**config.mk**
```make
export PLATFORM = sky130hd
export DESIGN_NAME = fifo_wr_arbiter
export DESIGN_NICKNAME = d
export VERILOG_FILES = /design/src/rtl/fifo_arb_pkg.sv /design/src/rtl/fifo_wr_arbiter_rr_pick.sv /design/src/rtl/fifo_wr_arbiter.sv
export SDC_FILE = /design/constraint.sdc
export NUM_CORES = 1
export LEC_CHECK = 0
export CAP_MARGIN = 20
export CORE_UTILIZATION = 40
export DETAILED_ROUTE_END_ITERATION = 6
export GPL_ROUTABILITY_DRIVEN = 0
export PLACE_DENSITY = 0.86
export SYNTH_ARGS = -nofsm -noshare
export SYNTH_HDL_FRONTEND = slang
export SYNTH_HIERARCHICAL = 1
export SYNTH_SLANG_ARGS = --single-unit
export TNS_END_PERCENT = 1
```
**constraint.sdc**
```tcl
create_clock -name clock -period 8.06 [get_ports clock]
set_input_delay 1.209 -clock clock [delete_from_list [all_inputs] [get_ports clock]]
set_output_delay 1.209 -clock clock [all_outputs]
set_load 0.005 [all_outputs]
```
**src/rtl/fifo_arb_pkg.sv**
```systemverilog
// Shared configuration and types for the FIFO write arbiter.
// Holds the default sizing, the derived index/counter widths and the
// vector typedefs used by the arbiter and its environment.
package fifo_arb_pkg;

  // Width of an index that can address n items (at least one bit).
  function automatic int id_width(input int n);
    return (n > 1) ? $clog2(n) : 1;
  endfunction

  localparam int N_REQ = 4;
  localparam int WIDTH = 32;
  localparam int DEPTH = 8;
  localparam int CNT_W = $clog2(DEPTH) + 1;
  localparam int ID_W  = id_width(N_REQ);

  typedef logic [N_REQ-1:0] req_vec_t;
  typedef logic [ID_W-1:0]  grant_id_t;
  typedef logic [CNT_W-1:0] level_t;

endpackage

```
**src/rtl/fifo_wr_arbiter_rr_pick.sv**
```systemverilog
// rr_pick: combinational round-robin selector.
// Searches req starting one position after 'last', wrapping around, and
// returns the first requester found as a one-hot grant plus its index.
// With en low the grant is all zero.
module rr_pick
  import fifo_arb_pkg::*;
#(
  parameter int N_REQ = fifo_arb_pkg::N_REQ,
  parameter int ID_W  = id_width(N_REQ)
) (
  input  logic [N_REQ-1:0] req,
  input  logic [ID_W-1:0]  last,
  input  logic             en,
  output logic [N_REQ-1:0] grant,
  output logic [ID_W-1:0]  win
);

  // Rotating priority search: the candidate after 'last' is examined first.
  always_comb begin
    logic [ID_W-1:0] idx;
    logic            found;
    // NOTE: every combinational output gets a default before any branch so
    // no path leaves it unassigned, which would otherwise infer a latch.
    grant = '0;
    win   = '0;
    found = 1'b0;
    idx   = '0;
    for (int i = 0; i < N_REQ; i++) begin
      idx = ID_W'((int'(last) + 1 + i) % N_REQ);
      if (en && !found && req[idx]) begin
        found      = 1'b1;
        grant[idx] = 1'b1;
        win        = idx;
      end
    end
  end

endmodule

```
**src/rtl/fifo_wr_arbiter.sv**
```systemverilog
// fifo_wr_arbiter: round-robin arbiter sharing one FIFO write port among
// N_REQ req/ack producers. The chosen word is registered onto fifo_write /
// fifo_data one cycle after its ack. A reserved-occupancy counter (level)
// counts in-flight writes so the FIFO is never overrun.
// Optional build macro FIFO_WR_ARB_HIPRI_EN: requester 0 becomes strict
// high priority; requesters 1..N_REQ-1 rotate among themselves.
module fifo_wr_arbiter
  import fifo_arb_pkg::*;
#(
  parameter int N_REQ = fifo_arb_pkg::N_REQ,
  parameter int WIDTH = fifo_arb_pkg::WIDTH,
  parameter int DEPTH = fifo_arb_pkg::DEPTH,
  parameter int CNT_W = $clog2(DEPTH) + 1,
  localparam int ID_W = id_width(N_REQ)
) (
  input  logic                   clock,
  input  logic                   reset,
  input  logic [N_REQ-1:0]       req,
  input  logic [N_REQ*WIDTH-1:0] req_data,
  output logic [N_REQ-1:0]       ack,
  input  logic                   fifo_read_obs,
  input  logic                   fifo_empty,
  input  logic                   fifo_full,
  output logic                   fifo_write,
  output logic [WIDTH-1:0]       fifo_data,
  output logic [ID_W-1:0]        grant_id,
  output logic [CNT_W-1:0]       level
);

  localparam logic [CNT_W-1:0] DEPTH_L = CNT_W'(DEPTH);

  logic [ID_W-1:0]  last;
  logic             slot_ok;
  logic             pick_en;
  logic             hi_win;
  logic [N_REQ-1:0] rr_req;
  logic             rr_en;
  logic [N_REQ-1:0] rr_grant;
  logic [ID_W-1:0]  rr_win;
  logic [ID_W-1:0]  win;
  logic [WIDTH-1:0] win_data;
  logic             any_ack;
  logic             ptr_upd;
  logic             rd_eff;
  logic             dec;
  logic [CNT_W-1:0] level_next;

  // A slot exists only while reserved occupancy is below DEPTH and the FIFO
  // itself does not report full; ack is held off entirely during reset.
  assign slot_ok = (level < DEPTH_L) && !fifo_full;
  assign pick_en = slot_ok && reset;

`ifdef FIFO_WR_ARB_HIPRI_EN
  // Requester 0 bypasses the rotation and is removed from the rotating set.
  assign hi_win = pick_en && req[0];
  assign rr_req = req & ~N_REQ'(1);
  assign rr_en  = pick_en && !hi_win;
`else
  assign hi_win = 1'b0;
  assign rr_req = req;
  assign rr_en  = pick_en;
`endif

  rr_pick #(
    .N_REQ (N_REQ),
    .ID_W  (ID_W)
  ) u_rr_pick (
    .req   (rr_req),
    .last  (last),
    .en    (rr_en),
    .grant (rr_grant),
    .win   (rr_win)
  );

  assign ack      = hi_win ? N_REQ'(1) : rr_grant;
  assign win      = hi_win ? '0 : rr_win;
  assign any_ack  = |ack;
  assign ptr_upd  = any_ack && !hi_win;
  assign win_data = req_data[win*WIDTH +: WIDTH];

  // A read of an empty FIFO does not free a slot; the counter never wraps below 0.
  assign rd_eff = fifo_read_obs && !fifo_empty;
  assign dec    = rd_eff && (level != '0);

  // Occupancy bookkeeping: +1 per grant, -1 per effective read, both cancel.
  always_comb begin
    level_next = level;
    if (any_ack && !dec) begin
      level_next = level + CNT_W'(1);
    end else if (!any_ack && dec) begin
      level_next = level - CNT_W'(1);
    end
  end

  // Output stage, round-robin pointer and occupancy counter.
  always_ff @(posedge clock) begin
    // NOTE: sequential state uses non-blocking assignments so every register
    // samples pre-edge values regardless of statement order.
    if (!reset) begin
      fifo_write <= 1'b0;
      fifo_data  <= '0;
      grant_id   <= '0;
      last       <= ID_W'(N_REQ - 1);
      level      <= '0;
    end else begin
      fifo_write <= any_ack;
      if (any_ack) begin
        fifo_data <= win_data;
        grant_id  <= win;
      end
      if (ptr_upd) begin
        last <= win;
      end
      level <= level_next;
    end
  end

endmodule

```
==> reports/metrics.csv <==
stage;metric;value;unit
clock_network;H-tree level count;2;
route;DRT Pass-1 Iters;4;
timing;Final setup viols;0;
synthesis;#FFs+latches synth;41;
clock_network;clk_lat worst skew;280;ps
timing;RSZ-0062 raised after global routing;false;
hold_path;worst min path class;reg -> reg;
synthesis;Cells after Synth;280;
route;DR WL/cell;15.68;um
grt;GRT Total Usage;22.33;%
setup_path;largest fanout on the critical path;37;
route;aggregate routed wire length;8561;um
route;First DRT Iteration DRCs;50;
run_status;status;finished clean;
hold_path;min-delay src;fifo_data[16];
timing;Max Clock Freq;0.1877;GHz
timing;final hold vios;0;
setup_path;reg2reg end;level[3];
grt;vias in the first global route;2860;
setup_path;slowest CP cell;clkdlybuf4s50_1;
power;Pwr per Cell Area;284.6;nW/um^2
setup_path;delay-heaviest family, CP;buffers and inverters;
placed_design;HPWL Detailed;6874;um
final_layout;commonest non-fill, non-tap cell in the layout;clkdlybuf4s50_1;
clock_network;CTS root buf;clkbuf_8;
route;vias per cell;5.220;
timing;Setup TNS;0;ps
clock_network;Post-CTS Resized;0;
placed_design;IO buf count;179;
route;DRC viols;0;
floorplanning;Die Wd;86.77;um
setup_path;r2r startpoint;last[0];
setup_path;CP most frequent cell;ha_1;
setup_path;WP buf/inv;4;
synthesis;Post-synth EDFFs;0;
timing;Period minus WS final;5329;ps
synthesis;post-synthesis sequential area ratio;28.56;%
setup_path;R2R Setup Slk;3110;ps
power;peak supply drop;0.1831;mV
run;MaxCap Viol Count;0;
grt;first-pass GRT wire length;13210;um
final_layout;commonest non-fill, non-tap cells in the layout;clkdlybuf4s50_1 (179), nand2_1 (77), dfxtp_1 (41);
final_layout;Ant. Diodes;0;
route;total vias in the final route;2850;
hold_path;Hold Path End;fifo_data[16];
synthesis;Synth Area per Inst;10.26;sq um
grt;initial antenna violation count;0;
clock_network;total CTS buffers;5;
synthesis;Yosys warnings;6;
synthesis;synthesized cell area;2874;sq um
clock_network;# hold bufs at CTS;0;
timing;Final Slew Violations;0;
clock_network;clk sinks;41;
synthesis;post-synth top area share;28.56;%
floorplanning;num ports;180;
setup_path;Worst EP arrival;5540;ps
floorplanning;CORE AREA;6869;sq um
placed_design;pre-CTS setup slack;1998;ps
final_layout;share of cells above drive strength 1;12.44;%
hold_path;WHS Path Cells;2;
clock_network;TritonCTS clock tree;done;
clock_network;Bufs on Longest Clock Path;2;
synthesis;Post-synth ARST share;0;%
synthesis;most used flip-flop cell after synthesis;dfxtp_1;
setup_path;critical path, cell by cell;clkdlybuf4s50_1 -> nor3b_1 -> nand2b_1 -> o22a_1 -> nor2_2 -> and2_1 -> a221o_1 -> nor4_4 -> buf_4 -> inv_4 -> ha_1 -> inv_1 -> ha_1 -> a21oi_1 -> a211oi_1 -> a31oi_1 -> mux2i_1;
timing;Slew headroom;32.12;%
final_layout;Area Growth Syn to Fin;66.17;%
timing;Setup WS post-layout;2731;ps
floorplanning;Starting Density;41.84;%
grt;largest net degree at the start of global routing;44;
floorplanning;die area;7528;sq um
floorplanning;Die Height;86.77;um
floorplanning;# rows;30;
timing;Worst-Margin Slew;1018;ps
setup_path;required time worst endpoint;8280;ps
setup_path;CP Launch Type;primary input;
power;total chip power;1.359;mW
setup_path;CP peak stage delay;840;ps
synthesis;post-synthesis cell type count;39;
synthesis;Mapped Nets;428;
setup_path;worst reg-to-reg path cell count;17;
synthesis;Yosys top cell by area;dfxtp_1;
clock_network;Clock transition at path regs;80;ps
final_layout;fin nets;597;
setup_path;Crit. End Element;flop;
grt;global route total overflow;0;
route;DRT antenna net count;0;
clock_network;postcts setup bufs;0;
power;leakage;1.720;nW
synthesis;synth top area cells;dfxtp_1 (29%), mux4_2 (25%), nand2_1 (10%);
timing;Hold WS;448.8;ps
timing;final period utilization;66.12;%
timing;Clock Skews;6.468;ps
setup_path;WS Path Type;in -> reg;
[per-layer routing]
metal	up-vias	part of all wire, %	global-route usage [%]
li1	1356	-	-
met1	1350	39	24.81
met2	132	52	43.00
met3	12	7.2	3.714
met4	0	2.0	7.121
met5	-	0	0
[state kept, by name, summed over array words and instances, names as in the netlist]
signal / cells
fifo_data: 32
fifo_write: 1
last: 2
grant_id: 2
level: 4
[area by class of cell]
class	instances	area, sq um
clock inverters	2	10.01
repair buffers	183	1829
multi-input cells	214	1906
inverters	4	17.52
well taps	96	120.1
flip-flops and latches	41	820.8
clock buffers	6	72.57
fillers	544	2093
[metrics by stage]
| stage | area (sq um) | cells | utilization, % |
|---|---|---|---|
| floorplan | 2874 | 280 | - |
| global placement | 4678 | 537 | 68.11 |
| detailed placement | 4678 | 537 | 68.11 |
| CTS | 4761 | 545 | 69.31 |
| global route | 4776 | 546 | 69.53 |
| finish | 4776 | 546 | 69.53 |
[kinds of logic after synthesis]
logic type	count (synthesis)	synth area share, %
AO/OA/AOI/OAI	58	15.15
XOR/XNOR	2	0.6096
adder cells (fa/ha/maj)	11	5.050
buffers and inverters	25	5.703
flip-flops	41	28.56
multiplexers	42	29.12
AND/OR/NAND/NOR	101	15.80
[cells in the mapped netlist (4+ instances only)]
cell,number
o21ai_0,5
ha_1,10
a21boi_1,28
buf_4,5
a22o_1,4
nand2_1,77
a21boi_0,6
a21oi_1,4
mux2i_1,6
buf_6,6
mux4_2,32
clkbuf_1,7
dfxtp_1,41
[worst max path at each step]
| stage | to | start | slack [ps] | depth (start not counted) |
|---|---|---|---|---|
| final | level[3] | reset | 2730 | 17 |
| after global routing | level[3] | reset | 2330 | 17 |
| after CTS | level[3] | reset | 2280 | 17 |
| after detailed placement | level[3] | reset | 2000 | 17 |
| after global placement | level[3] | reset | 2230 | 17 |
| after floorplan | level[3] | req[1] | 3630 | 14 |
[report_power, final]
part	switching (mW)	leakage, nW	internal, mW
sequential	0.0560	0.335	0.280
combinational	0.410	1.34	0.486
clock	0.0674	0.0450	0.0601
total	0.533	1.72	0.826
[worst register-to-register path: stages (launching register included)]
cell and delay [ps]:
dfxtp_1 670, inv_1 250, ha_1 300, nor2_1 240, mux2i_1 430, nor2_2 130
and2_4 170, a221o_1 380, nor4_4 250, buf_4 400, inv_4 250, ha_1 290
inv_1 140, ha_1 290, a21oi_1 210, a211oi_1 110, a31oi_1 190, mux2i_1 190
Note: power is estimated with default switching activity, not from simulation.
==> edit 1: new RTL, same flow settings <==
The option `FIFO_WR_ARB_HIPRI_EN` is turned on by a define.
--- a/src/rtl/fifo_wr_arbiter.sv
+++ b/src/rtl/fifo_wr_arbiter.sv
@@ -6,2 +6,4 @@
 // high priority; requesters 1..N_REQ-1 rotate among themselves.
+`define FIFO_WR_ARB_HIPRI_EN
+
 module fifo_wr_arbiter
Check against the original RTL: not equivalent (Yosys sat finds a counterexample within 4 cycles, from zero or initial values and one cycle with reset low).
==> edit 1 against the original RTL <==
  * Total power fell by 21%
  * Count of clock-buffer cells in the layout grew 1
  * Synthesized cell count grew 8.6%
  * Core utilization decreased by 1.3 points
  * Global-route usage grew 0.23 points
  * Sequential cell count unchanged
  * Largest cell class unchanged
  * Die area grew 9.2%
  * Largest power group unchanged
  * Area after synthesis is 9.4% higher
  * Design area is 5.9% higher
  * Critical endpoint is now ack[0]
  * Worst setup slack gained 0.061 ns
  * Critical path depth down 7
  * Clock skew fell by 0.0019 ns
  * Routed wire length rose by 14%
==> edit 1: results (changes against the original RTL) <==
[worst_hold_path]
worstHoldStart=fifo_data[15]$_SDFFE_PN0P_  ; was fifo_data[16]$_SDFFE_PN0P_
hold_path.class=reg2reg  ; unchanged
hold_depth=1  ; was 2

[finish]
drive_above_1_share=0.1237  ; was 0.1244
final_cells=568  ; was 546
design_area_um2=5057  ; was 4776 um^2
nets=616  ; was 597

[synth]
ys_types=44  ; was 39
yosysSeqAreaShare=0.2610  ; was 0.2856
netlist_top_cells_area=dfxtp_1 26%, a2bb2oi_2 14%, mux2i_1 12%  ; was dfxtp_1 29%, mux4_2 25%, nand2_1 10%
syn_inst=304  ; was 280

[global_routing]
grt_start_max_net_pins=39  ; was 44
grt_usage=0.2257  ; was 0.2233
grt_pass1_wl_um=14880  ; was 13,210 um
met2_usage=0.4230  ; was 0.4300
gr-usage-met3=0.04545  ; was 0.03714
grt_pass1_vias=3020  ; was 2,860
grt_use_met1=0.2580  ; was 0.2481

[placed_design]
place_inst=560  ; was 537
dpl_worst_slack_ns=2.763  ; was 1.998 ns
dpl.hpwl_um=7539  ; was 6874 um

[timing]
finClkSkew_ns=0.004543  ; was 0.006468 ns
finalCritPeriodShare=0.6536  ; was 0.6612

[worst_setup_path]
crit_end=ack[0]  ; was level[3]$_SDFFE_PN0P_
crit_type=in2out  ; was in2reg

[route]
wl_met1_um=3802  ; was 3305 um
route.met3.wl_um=639  ; was 617 um
wl_met2_um=5167  ; was 4470 um
drt_iter0_markers=90  ; was 50
wl_per_cell_um=17.13  ; was 15.68 um

[power_and_ir_drop]
p_leak_nw=1.776  ; was 1.720 nW
peakVddDrop_mv=0.1103  ; was 0.1831 mV

[run_status]
status=completed  ; unchanged

-- edit 1: cell types whose count changed in the layout (fill, tap and decap cells not counted), sizes merged, moves of 6 or more --
cell and change:
nand2 -70, mux2i +32, a32o +32, a2bb2oi +31, a21boi -34, mux4 -32
nand2b +32, nor2 +6
-- edit 1: cell families after synthesis --
logic type / count (synthesis) / share of synthesized area
flops: 41 / 0.2610
buf+inv: 32 / 0.06685
fa+ha+maj: 11 / 0.04616
other cells: 1 / 0.001193
compound gates: 93 / 0.3168
xor+xnor: 2 / 0.005572
simple gates: 82 / 0.1636
mux: 42 / 0.1389
-- edit 1: area by class of cell --
type,count,area share
sequential,41,0.1623
tap,99,0.02449
inverter,4,0.002969
multi-input combinational,232,0.4231
clock inverter,1,0.005938
clock buffer,7,0.01707
timing repair buffer,184,0.3642
-- edit 1: where the power goes --
part	switching, mW	internal, mW
logic	0.264	0.341
clock network	0.0708	0.101
registers	0.0390	0.254
total	0.374	0.696
==> edit 2: new RTL, same flow settings <==
Made on the original files. Register the output `level` once more; this adds one clock of latency there. The other outputs are not delayed to match. Comments in the files are not updated.
--- a/src/rtl/fifo_wr_arbiter.sv
+++ b/src/rtl/fifo_wr_arbiter.sv
@@ -31,2 +31,4 @@
 
+  logic [CNT_W-1:0] level_s0;
+
   logic [ID_W-1:0]  last;
@@ -49,3 +51,3 @@
   // itself does not report full; ack is held off entirely during reset.
-  assign slot_ok = (level < DEPTH_L) && !fifo_full;
+  assign slot_ok = (level_s0 < DEPTH_L) && !fifo_full;
   assign pick_en = slot_ok && reset;
@@ -82,3 +84,3 @@
   assign rd_eff = fifo_read_obs && !fifo_empty;
-  assign dec    = rd_eff && (level != '0);
+  assign dec    = rd_eff && (level_s0 != '0);
 
@@ -86,7 +88,7 @@
   always_comb begin
-    level_next = level;
+    level_next = level_s0;
     if (any_ack && !dec) begin
-      level_next = level + CNT_W'(1);
+      level_next = level_s0 + CNT_W'(1);
     end else if (!any_ack && dec) begin
-      level_next = level - CNT_W'(1);
+      level_next = level_s0 - CNT_W'(1);
     end
@@ -103,3 +105,3 @@
       last       <= ID_W'(N_REQ - 1);
-      level      <= '0;
+      level_s0   <= '0;
     end else begin
@@ -113,4 +115,8 @@
       end
-      level <= level_next;
+      level_s0 <= level_next;
     end
+  end
+
+  always_ff @(posedge clock) begin
+    level <= level_s0;
   end
Formal check against the unedited RTL: not equivalent (Yosys sat finds a counterexample within 4 cycles, from zero or initial values and one cycle with reset low).
==> edit 2 against the original RTL <==
  * Worst setup slack better by 0.0095 ns
  * Fmax up 0.18%
  * Area after synthesis up 2.8%
  * Register-to-register slack worse by 0.05 ns
  * Routed wire length down 1.8%
  * Die area up 2.7%
  * Sequential cell count up 4
  * Non-clock buffer count unchanged
  * Total power up 1.5%
  * Sequential share of layout area up 1.4 points
  * Clock skew up 0.0033 ns
  * Design area up 1.5%
  * Critical endpoint is now level_s0[3]$_SDFFE_PN0P_
  * Highest routed layer unchanged
==> edit 2: results (changes against the original RTL) <==
[power_and_ir_drop]
peakVddDrop_mv=0.1903  ; was 0.1831 mV
finalPower_mw=1.380  ; was 1.359 mW
switching_share=0.3868  ; was 0.3924
p_leak_nw=1.744  ; was 1.720 nW
power_frac_clock=0.096  ; was 0.094
powerComb_mw=0.886  ; was 0.896 mW

[route]
route.met3.wl_um=615  ; was 617 um
via_per_inst=5.098  ; was 5.220
drt_iter0_markers=61  ; was 50
drt_wl_total_um=8411  ; was 8561 um
first_pass_iters=4  ; unchanged
wl_met1_um=3259  ; was 3305 um
wl_met2_um=4473  ; was 4470 um

[finish]
seq_cells=45  ; was 41
seq_share=0.1858  ; was 0.1719
clockBufferCount=7  ; was 6
nets=601  ; was 597
drive_above_1_share=0.1211  ; was 0.1244
buffer_area_frac=0.3756  ; was 0.3830
multi_input_cells=214  ; unchanged
top_regs=fifo_data x32, level x4, level_s0 x4  ; was fifo_data x32, level x4
n_fill_cell=534  ; was 544
clkCellAreaFrac=0.01729  ; about the same

[worst_setup_path]
crit_fanout=43  ; was 37
crit_end=level_s0[3]$_SDFFE_PN0P_  ; was level[3]$_SDFFE_PN0P_
r2r_slack_ns=3.06  ; was 3.11 ns
cp_slowest_stage_delay_ns=0.47  ; was 0.84 ns
critPathArrivalTime_ns=5.53  ; was 5.54 ns
slowest_stage=clkdlybuf4s50_1  ; unchanged
reg2reg_depth=17  ; unchanged

[synth]
muxShareOfSynthArea=0.2834  ; was 0.2912
synth_nets=432  ; was 428
ys_types=39  ; unchanged
yosysSeqAreaShare=0.3050  ; was 0.2856
synthAdderAreaFrac=0.04913  ; was 0.05050
netlist_top_cells_area=dfxtp_1 30%, mux4_2 24%, nand2_1 9.8%  ; was dfxtp_1 29%, mux4_2 25%, nand2_1 10%
synth_xor_area_frac=0.005930  ; was 0.006095
synthTopCellsByCount=77 x nand2_1, 45 x dfxtp_1, 32 x mux4_2  ; was 77 x nand2_1, 41 x dfxtp_1, 32 x mux4_2
synth_compound_area_frac=0.1474  ; was 0.1515

[worst_hold_path]
worstHoldStart=level_s0[2]$_SDFFE_PN0P_  ; was fifo_data[16]$_SDFFE_PN0P_
hold_depth=0  ; was 2
worstHoldEndpoint=level[2]$_DFF_P_  ; was fifo_data[16]$_SDFFE_PN0P_

[run_status]
status=completed  ; unchanged

[global_routing]
grt_usage=0.2120  ; was 0.2233
met2_usage=0.4045  ; was 0.4300
grt_use_met1=0.2431  ; was 0.2481
grt_pass1_vias=2774  ; was 2,860
gr-usage-met3=0.04147  ; was 0.03714
grt_pass1_wl_um=12790  ; was 13,210 um

[clock_network]
cts_resized=0  ; unchanged
cts_root_buffer=clkbuf_8  ; unchanged
cts_made_buffers=5  ; unchanged
cts_buffer_depth=2  ; unchanged

[placed_design]
dpl.hpwl_um=6723  ; was 6874 um
port-buffer-count=179  ; unchanged

[timing]
finClkSkew_ns=0.009735  ; was 0.006468 ns
tightest_slew_ns=0.8616  ; was 1.018 ns
hold_ws_ns=0.4013  ; was 0.4488 ns

==> edit 2: per-stage QoR <==
step / setup slack (ns) / utilization / instances / area, um^2
floorplan: 3.634 / - / 284 / 2954
global placement: 2.748 / 0.6863 / 542 / 4766
detailed placement: 2.403 / 0.6863 / 542 / 4766
CTS: 2.698 / 0.6984 / 550 / 4850
global route: 2.320 / 0.6984 / 550 / 4850
finish: 2.741 / 0.6984 / 550 / 4850
==> edit 2: kinds of logic after synthesis <==
group / Yosys count
AO/OA/AOI/OAI: 58
AND/OR/NAND/NOR: 101
multiplexers: 42
flip-flops: 45
buffers and inverters: 25
XOR/XNOR: 2
adder cells (fa/ha/maj): 11
==> edit 2: critical path: cells and delay by family <==
| kind | cells | cell delay (ns) |
|---|---|---|
| AND/OR/NAND/NOR | 5 | 1.05 |
| buffers and inverters | 5 | 1.49 |
| adder cells (fa/ha/maj) | 2 | 0.58 |
| multiplexers | 1 | 0.21 |
| AO/OA/AOI/OAI | 5 | 0.96 |
